File: config.mk
export PLATFORM = sky130hd
export DESIGN_NAME = freq_div
export DESIGN_NICKNAME = d
export VERILOG_FILES = /design/src/rtl/freq_div.sv
export SDC_FILE = /design/constraint.sdc
export NUM_CORES = 1
export LEC_CHECK = 0
export ABC_AREA = 1
export CORE_MARGIN = 2
export CORE_UTILIZATION = 47
export CTS_BUF_LIST = sky130_fd_sc_hd__clkbuf_8
export DETAILED_ROUTE_END_ITERATION = 8
export DONT_BUFFER_PORTS = 1
export PLACE_DENSITY_LB_ADDON = 0.1
export SLEW_MARGIN = 10
export SYNTH_ARGS = -nofsm -noshare
export SYNTH_HDL_FRONTEND = slang
export SYNTH_SLANG_ARGS = --single-unit
File: constraint.sdc
create_clock -name clk -period 2.16 [get_ports clk]
set_input_delay 0.648 -clock clk [delete_from_list [all_inputs] [get_ports clk]]
set_output_delay 0.648 -clock clk [all_outputs]
set_load 0.005 [all_outputs]
File: src/rtl/freq_div.sv
// rtl/freq_div.sv - programmable power-of-two clock divider with glitch-free ratio change
module freq_div (
  input  logic clk,
  input  logic rst_n,
  input  logic EN,
  input  logic prescale_0,
  input  logic prescale_1,
  input  logic prescale_2,
  output logic watch_clk
);

  // Active ratio selection, half-period counter and the divided clock itself.
  logic [2:0] sel_q, sel_d;
  logic [7:0] cnt_q, cnt_d;
  logic       watch_clk_q, watch_clk_d;

  logic [2:0] prescale;
  logic [7:0] half_term;
  logic       at_term;

  assign prescale  = {prescale_2, prescale_1, prescale_0};
  // Terminal count of a half period; 2^7-1 = 127 is the largest and fits in 8 bits.
  assign half_term = (8'd1 << sel_q) - 8'd1;
  assign at_term   = (cnt_q == half_term);

  // Next-state: count half periods; a new ratio is only adopted on the falling
  // toggle so the period in flight always completes at the old ratio.
  always_comb begin
    sel_d       = sel_q;
    cnt_d       = cnt_q;
    watch_clk_d = watch_clk_q;
    if (!EN) begin
      cnt_d       = 8'd0;
      watch_clk_d = 1'b0;
      sel_d       = prescale;
    end else if (at_term) begin
      cnt_d       = 8'd0;
      watch_clk_d = ~watch_clk_q;
      if (watch_clk_q) begin
        sel_d = prescale;
      end
    end else begin
      cnt_d = cnt_q + 8'd1;
    end
  end

  // State registers; reset clears everything without waiting for a clock edge.
  always_ff @(posedge clk or negedge rst_n) begin
    if (!rst_n) begin
      sel_q       <= 3'd0;
      cnt_q       <= 8'd0;
      watch_clk_q <= 1'b0;
    end else begin
      sel_q       <= sel_d;
      cnt_q       <= cnt_d;
      watch_clk_q <= watch_clk_d;
    end
  end

  assign watch_clk = watch_clk_q;

endmodule

---- After elaboration in Yosys (flattened, before gate mapping) ----
Index checks and enable logic that the tools add are counted.
word-level totals
  memory bits (read-only) ................. 0
  latch bits .............................. 0
  RAM bits ................................ 0
  bits in registers ....................... 12
  bits of input ports ..................... 6
  output and inout port bits .............. 1
  logic and storage cells ................. 18
  memories ................................ 0
cells by class
  shifts and indexed selects .............. 1
  bitwise logic cells ..................... 1
  divide/modulo/power cells ............... 0
  equality and inequality tests ........... 3
  add/subtract/negate cells ............... 2
  multiply operators ...................... 0
  order comparisons ....................... 0
  multiplexer cells ....................... 7
  reduce and logical (&&, ||, !) cells .... 1
operator list
  kind                   count
  $mux W8                2
  $mux W3                3
  $add A8 B1 Y8 const B  1
  $eq A8 B8 Y1           1
  $shl A1 B3 Y8 const A  1
  $sub A8 B1 Y8 const B  1
  $ne A2 B1 Y1 const B   2
  $mux W1                2
  $reduce_and A2 Y1      1
  $not A1 Y1             1

---- Logic depth before layout (Yosys ltp) ----
Gate-level depths: netlist (run 1).
  depth after elaboration ................. 5
  depth in mapped cells ................... 12
  gate-level depth less buffers ........... 10

---- Worst setup path before layout (run 1) ----
No wires, ideal clock.
  path kind ............................... register to register
  start point ............................. reg sel_q[2]
  end point ............................... reg watch_clk_q, in the netlist watch_clk
  data required time ...................... 2.037 ns
  clock period less this slack ............ 1.363 ns
  arrival ................................. 1.240 ns
  stages on the path, launching flop included .. 11
  buffers on the path ..................... 2
  setup time .............................. 0.123 ns
  setup slack ............................. 0.797 ns
  cells stage by stage .................... dfrtp_1 -> buf_6 -> nor2_2 -> nor2_1 -> nor2_1 -> nand2_1 -> nor2_2 -> nand2_1 -> nand2_2 -> buf_6 -> a21oi_1
on the way
  word-level cells in the longest chain between the ends .. 4
ends and longest elaborated chain
  item                    RTL line  source
  start, declared         13        logic [2:0] sel_q, sel_d;
  start signal, assigned  54        sel_q <= sel_d;
  $shl A1 B3 Y8           23        assign half_term = (8'd1 << sel_q) - 8'd1;
  $sub A8 B1 Y8           23
  $eq A8 B8 Y1            24        assign at_term = (cnt_q == half_term);
  $ne A2 B1 Y1 (no line)  --
  end signal, assigned    56        watch_clk_q <= watch_clk_d;
  end, declared           15        logic watch_clk_q, watch_clk_d;
No other way between the ends.
A chain may end at the register's enable or synchronous reset.

---- Final worst setup path (run 1) ----
  start point ............................. reg sel_q[2]
  end point ............................... reg sel_q[0]
on the way
  word-level cells in the longest chain between the ends .. 5
ends and longest elaborated chain
  item                         RTL line
  $shl A1 B3 Y8                23
  $sub A8 B1 Y8                23
  $eq A8 B8 Y1                 24
  $ne A2 B1 Y1 (no line)       --
  $reduce_and A2 Y1 (no line)  --
No other way between the ends.

==> run metrics, run 1 <==
synth warn=0; H-tree depth=1; Post-Place Cells=113; Post-synth ARST share=1.00; dpl ws=0.636 ns; drt total wl=1400 µm; Antenna Cells=0; Root Driver=clkbuf_8; CP endpoint=sel_q[0]; Synth area leaders=dfrtp_1 (42%), nand2_1 (14%), nand3_1 (9.1%); cts repair resizes=0; WL per Instance=12.0 µm; Setup crit end kind=register; simple-gate share of the synthesized area=0.383; top_reg_cell synth=dfrtp_1; TNS Setup=0 ns; Post-synth EDFFs=0; Hold-fix buffers, CTS=0; HPWL after detailed placement=1080 µm; Post-Syn Area=712 µm²; Critical Path Source Type=register; Final WS setup=0.625 ns; Seq cells post-synth=12; top-area cell type share of the netlist area=0.422; top cells by count, synth=nand2_1 (27), nor2_1 (14), nand3_1 (13); r2r setup slk=0.63 ns; Post-Synth Adder-Cell Area=0.0176; layout cells sized above 1=0.0891; Slew HR=0.822; drt drc=0; total power draw=0.759 mW; register area share after synthesis=0.422; status=finished, final reports clean; gr usage total=0.185; f_max=652 MHz; endpoints failing setup=0; multiplexer share of the synthesized area=0; first-pass GRT wire length=2460 µm; Detailed Routing Iterations Pass 1=4; worst hold-check path type=input pin to asynchronous set/reset pin; Gate power share=0.262; Worst-path clk slew=0.05 ns; Synth Area in XOR/XNOR=0.0246; power density over the cells=993 mW/mm²; fin crit period=1.53 ns; average vias per placed instance=5.15; Critical Path RT=2.34 ns; post-synth top area cell=dfrtp_1; Avg Synthesized Cell Area=7.19 µm²; die area=0.00184 mm²; R2R cell count=8; layout net count=109; Leakage=0.392 nW; Max VDD drop=0.508 mV; total setup buffers inserted after CTS=0; reg-to-reg endpoint=sel_q[0]; post-synthesis cell type count=19; grt total ovfl=0; main combinational cell family by area after synthesis=simple AND/OR/NAND/NOR gates; Boundary Pins=7; Die Span Y=42.9 µm; initial antenna violation count=0; most frequent cell after synthesis=nand2_1; Synth Net Count=106; fin area=764 µm²; sequential group share of total power=0.415; P_sw=0.263 mW; via count=602; max-slew violation count=0; Power Internal=0.496 mW; antenna viol nets, final=0; Worst-Margin Slew=0.267 ns; RSZ-0062 raised after global routing=false; worst path arrival time=1.71 ns; clk_skew=0.00293 ns; Core Region=0.00145 mm²; die width=42.9 µm; crit path kind=register to register; Cell Area, Placed=709 µm²; Clk network pwr share=0.323; Final Hold Vio Count=0; MaxCap Viol Count=0; Sink Count=12; Net Sw Frac=0.347; Site Rows=14; PortBufs=0; clk_lat worst skew=0.24 ns; number of global-route vias before repair=564; r2r startpoint=sel_q[2]; pin count of the biggest net entering global routing=13; clk buf depth=2; drt initial violations=14; Cells after Synth=99; synthesis-to-layout area growth=7.38%; Post-Layout Cell Count=117; GPL Wtd Cong=0.751; Compound-Gate Fraction of Synth Area=0.0527; crit path from=sel_q[2]; part of the cycle the worst path needs=0.710; total CTS buffers=3; CTS tree=yes; Initial Util=0.490; Critical Path Fanout Max=11
## placed cells by master, fill, tap and decap left out
cell type | Yosys | layout
a21oi_1 | 3 | 3
clkbuf_8 | 0 | 4
clkinv_1 | 1 | 1
xor2_1 | 2 | 2
nand3b_1 | 1 | 1
o21bai_1 | 1 | 1
nor2_1 | 14 | 14
inv_1 | 12 | 12
nor3_2 | 1 | 1
nand3_1 | 13 | 13
nand4_1 | 1 | 1
o21ai_1 | 1 | 1
nor3_1 | 1 | 1
ha_1 | 1 | 1
nand2_1 | 27 | 27
nand2_2 | 1 | 1
nor2_2 | 3 | 3
dfrtp_1 | 12 | 12
o21ai_0 | 2 | 2
## state kept, by name (all words and copies together), names as in the netlist
signal / cells
cnt_q: 8
sel_q: 3
watch_clk: 1
## worst max-delay path: stages (launching register included)
cell	delay, ns
dfrtp_1	0.49
clkinv_1	0.16
o21ai_1	0.15
nand2_1	0.08
nor2_2	0.15
nand2_1	0.10
nand2_2	0.18
nand3_1	0.09
nand2_1	0.07
## kinds of logic after synthesis
| logic type | after synthesis |
|---|---|
| xor gates and xnor gates | 2 |
| DFF | 12 |
| adders and majority gates | 1 |
| AOI/OAI and AO/OA | 7 |
| and+or+nand+nor | 62 |
| buffers and inverters | 15 |
## worst min-delay path by stage
stage | from | to | slack [ns] | cells after the start
4_1_cts | rst_n | cnt_q[2] | 0.09 | 0
3_5_place_dp | rst_n | cnt_q[0] | 0.35 | 0
2_1_floorplan | rst_n | cnt_q[0] | 0.35 | 0
5_1_grt | rst_n | sel_q[2] | 0.09 | 0
3_3_place_gp | rst_n | cnt_q[1] | 0.35 | 0
6_report | rst_n | cnt_q[2] | 0.1 | 0
## power by group through the flow
stage	clock network, mW	logic [mW]	registers, mW
floorplan	0	0.195	0.294
global placement	0	0.193	0.317
detailed placement	0	0.197	0.317
CTS	0.246	0.201	0.314
global route	0.259	0.236	0.321
finish	0.245	0.199	0.315
## routing by layer
layer / up-vias / track usage / wire length (µm) / part of all wire
li1: 316 / - / - / -
met1: 276 / 0.258 / 697 / 0.50
met2: 6 / 0.279 / 648 / 0.46
met3: 4 / 0.0383 / 33 / 0.024
met4: 0 / 0.0750 / 24 / 0.017
met5: - / 0 / 0 / 0
## layout make-up
| type | instances | area (µm²) |
|---|---|---|
| fill | 156 | 689 |
| sequential | 12 | 300 |
| multi-input combinational | 72 | 340 |
| inverter | 13 | 48.8 |
| clock buffer | 4 | 55.1 |
| tap | 16 | 20.0 |
## per-stage QoR
stage,util,hold WS [ns]
2_1_floorplan,-,0.352
3_3_place_gp,0.488,0.353
3_5_place_dp,0.488,0.353
4_1_cts,0.526,0.0945
5_1_grt,0.526,0.0874
6_report,0.526,0.0967
No activity file was read; power rests on OpenSTA's default activity.
==> run 2, diff against run 1 <==
==> constraint.sdc (replaced) <==
create_clock -name clk -period 1.5 [get_ports clk]
set_input_delay 0.45 -clock clk [delete_from_list [all_inputs] [get_ports clk]]
set_output_delay 0.45 -clock clk [all_outputs]
set_load 0.005 [all_outputs]
==> run metrics, run 2 (same netlist as run 1, synthesis figures left out) <==
Worst-path clk slew=0.05 ns; Root Driver=clkbuf_8; commonest non-fill, non-tap cells in the layout=nand2_1 (25), nor2_1 (14), inv_1 (12), nand3_1 (12), dfrtp_1 (10); power density over the cells=1440 mW/mm²; clk buf depth=2; total power draw=1.19 mW; Final Hold Vio Count=0; Leakage=0.418 nW; drt initial violations=18; layout cells sized above 1=0.163; met3 Use GR=0.0255; first-pass GRT wire length=2520 µm; Biggest register=cnt_q; met2 Track Usage GR=0.261; CP top delay family=simple AND/OR/NAND/NOR gates; number of flip-flops in the largest register=8; CTS tree=yes; grt total ovfl=0; worst path arrival time=1.59 ns; Antenna Cells=0; via count=636; Sink Count=12; pin count of the biggest net entering global routing=13; Multi-input gate area=382 µm²; f_max=707 MHz; HPWL after detailed placement=1050 µm; number of global-route vias before repair=561; drt total wl=1480 µm; Site Rows=14; Worst-Margin Slew=0.551 ns; P_sw=0.434 mW; die width=42.9 µm; slowest stage delay, CP=0.47 ns; die area=0.00184 mm²; Core Region=0.00145 mm²; Detailed Routing Iterations Pass 1=4; Critical Path Stages=8; grt met1 use=0.281; WL per Instance=12.4 µm; PortBufs=0; synthesis-to-layout area growth=16.0%; MaxCap Viol Count=0; antenna viol nets, final=0; fin crit period=1.42 ns; Gate power share=0.316; Die Span Y=42.9 µm; Boundary Pins=7; clk_lat worst skew=0.24 ns; H-tree depth=1; dpl ws=-0.0321 ns; endpoints failing setup=0; clk_skew=0.00140 ns; gr usage total=0.184; Slew HR=0.631; Critical Path Fanout Max=8; Net Sw Frac=0.366; total setup buffers inserted after CTS=0; worst hold-check path type=input pin to register; Max VDD drop=0.783 mV; Power Internal=0.751 mW; crit path buf inv count=1; crit path kind=register to register; CP cell instances=buf_4 -> nand4_1 -> nand3_1 -> nor2_4 -> nand2_4 -> nand2_4 -> nand3_1 -> nand2_1; Cell Area, Placed=717 µm²; reg-to-reg endpoint=sel_q[2]; Post-Layout Cell Count=120; register area=303 µm²; initial antenna violation count=0; fin area=826 µm²; max-slew violation count=0; sequential group share of total power=0.390; most common cell after layout, fill and taps aside=nand2_1; r2r startpoint=sel_q[2]; RSZ-0062 raised after global routing=true; Max stage delay cell, worst path=dfrtp_2; average vias per placed instance=5.30; Setup crit end kind=register; Critical Path Source Type=register; R2R cell count=8; GPL Wtd Cong=0.831; GRT busiest layer=met1; total CTS buffers=3; # fillers=141; r2r setup slk=0.08 ns; crit path from=sel_q[2]; CP endpoint=sel_q[2]; Critical Path RT=1.68 ns; Final WS setup=0.0847 ns; layout net count=112; drt drc=0; Initial Util=0.490; Clk network pwr share=0.295; status=finished, final reports clean; Post-Place Cells=114; TNS Setup=0 ns; part of the cycle the worst path needs=0.944
[run 2: worst min path at each step]
stage	start	end	slack (ns)	cells past startpoint
finish	prescale_1	sel_q[1]	0.35	2
global route	prescale_1	sel_q[1]	0.34	2
CTS	EN	cnt_q[4]	0.34	2
detailed placement	rst_n	cnt_q[1]	0.15	0
global placement	rst_n	cnt_q[1]	0.15	0
floorplan	rst_n	cnt_q[0]	0.15	0
[run 2: final cells by class]
cell class / instances / area share
multi-input cells: 73 / 0.462
well taps: 16 / 0.0242
inverters: 13 / 0.0591
flip-flops and latches: 12 / 0.367
clock buffers: 4 / 0.0667
repair buffers: 2 / 0.0212
[run 2: what timing repair did]
| action | CTS | global route |
|---|---|---|
| endpoints found under the hold margin | 12 | 0 |
| pin swaps | 1 | 1 |
| setup endpoints to repair | 8 | 12 |
| cloned | 0 | 1 |
| hold buffers | 1 | 0 |
| gates resized for setup | 1 | 10 |
[run 2: per-layer routing]
metal / vias up / routed length (µm)
met3: 2 / 52
met2: 15 / 712
met4: 0 / 21
li1: 324 / -
met1: 295 / 697
met5: - / 0
[run 2: through the flow]
stage          utilization  hold WS (ns)
2_1_floorplan            -         0.154
3_3_place_gp         0.493         0.155
3_5_place_dp         0.493         0.155
4_1_cts              0.541         0.341
5_1_grt              0.568         0.342
6_report             0.568         0.346
[run 2: power by group through the flow]
stage	clock, mW	sequential (mW)	combinational (mW)
global route	0.374	0.472	0.435
global placement	0	0.452	0.289
finish	0.349	0.462	0.374
detailed placement	0	0.451	0.296
CTS	0.361	0.445	0.312
floorplan	0	0.423	0.280
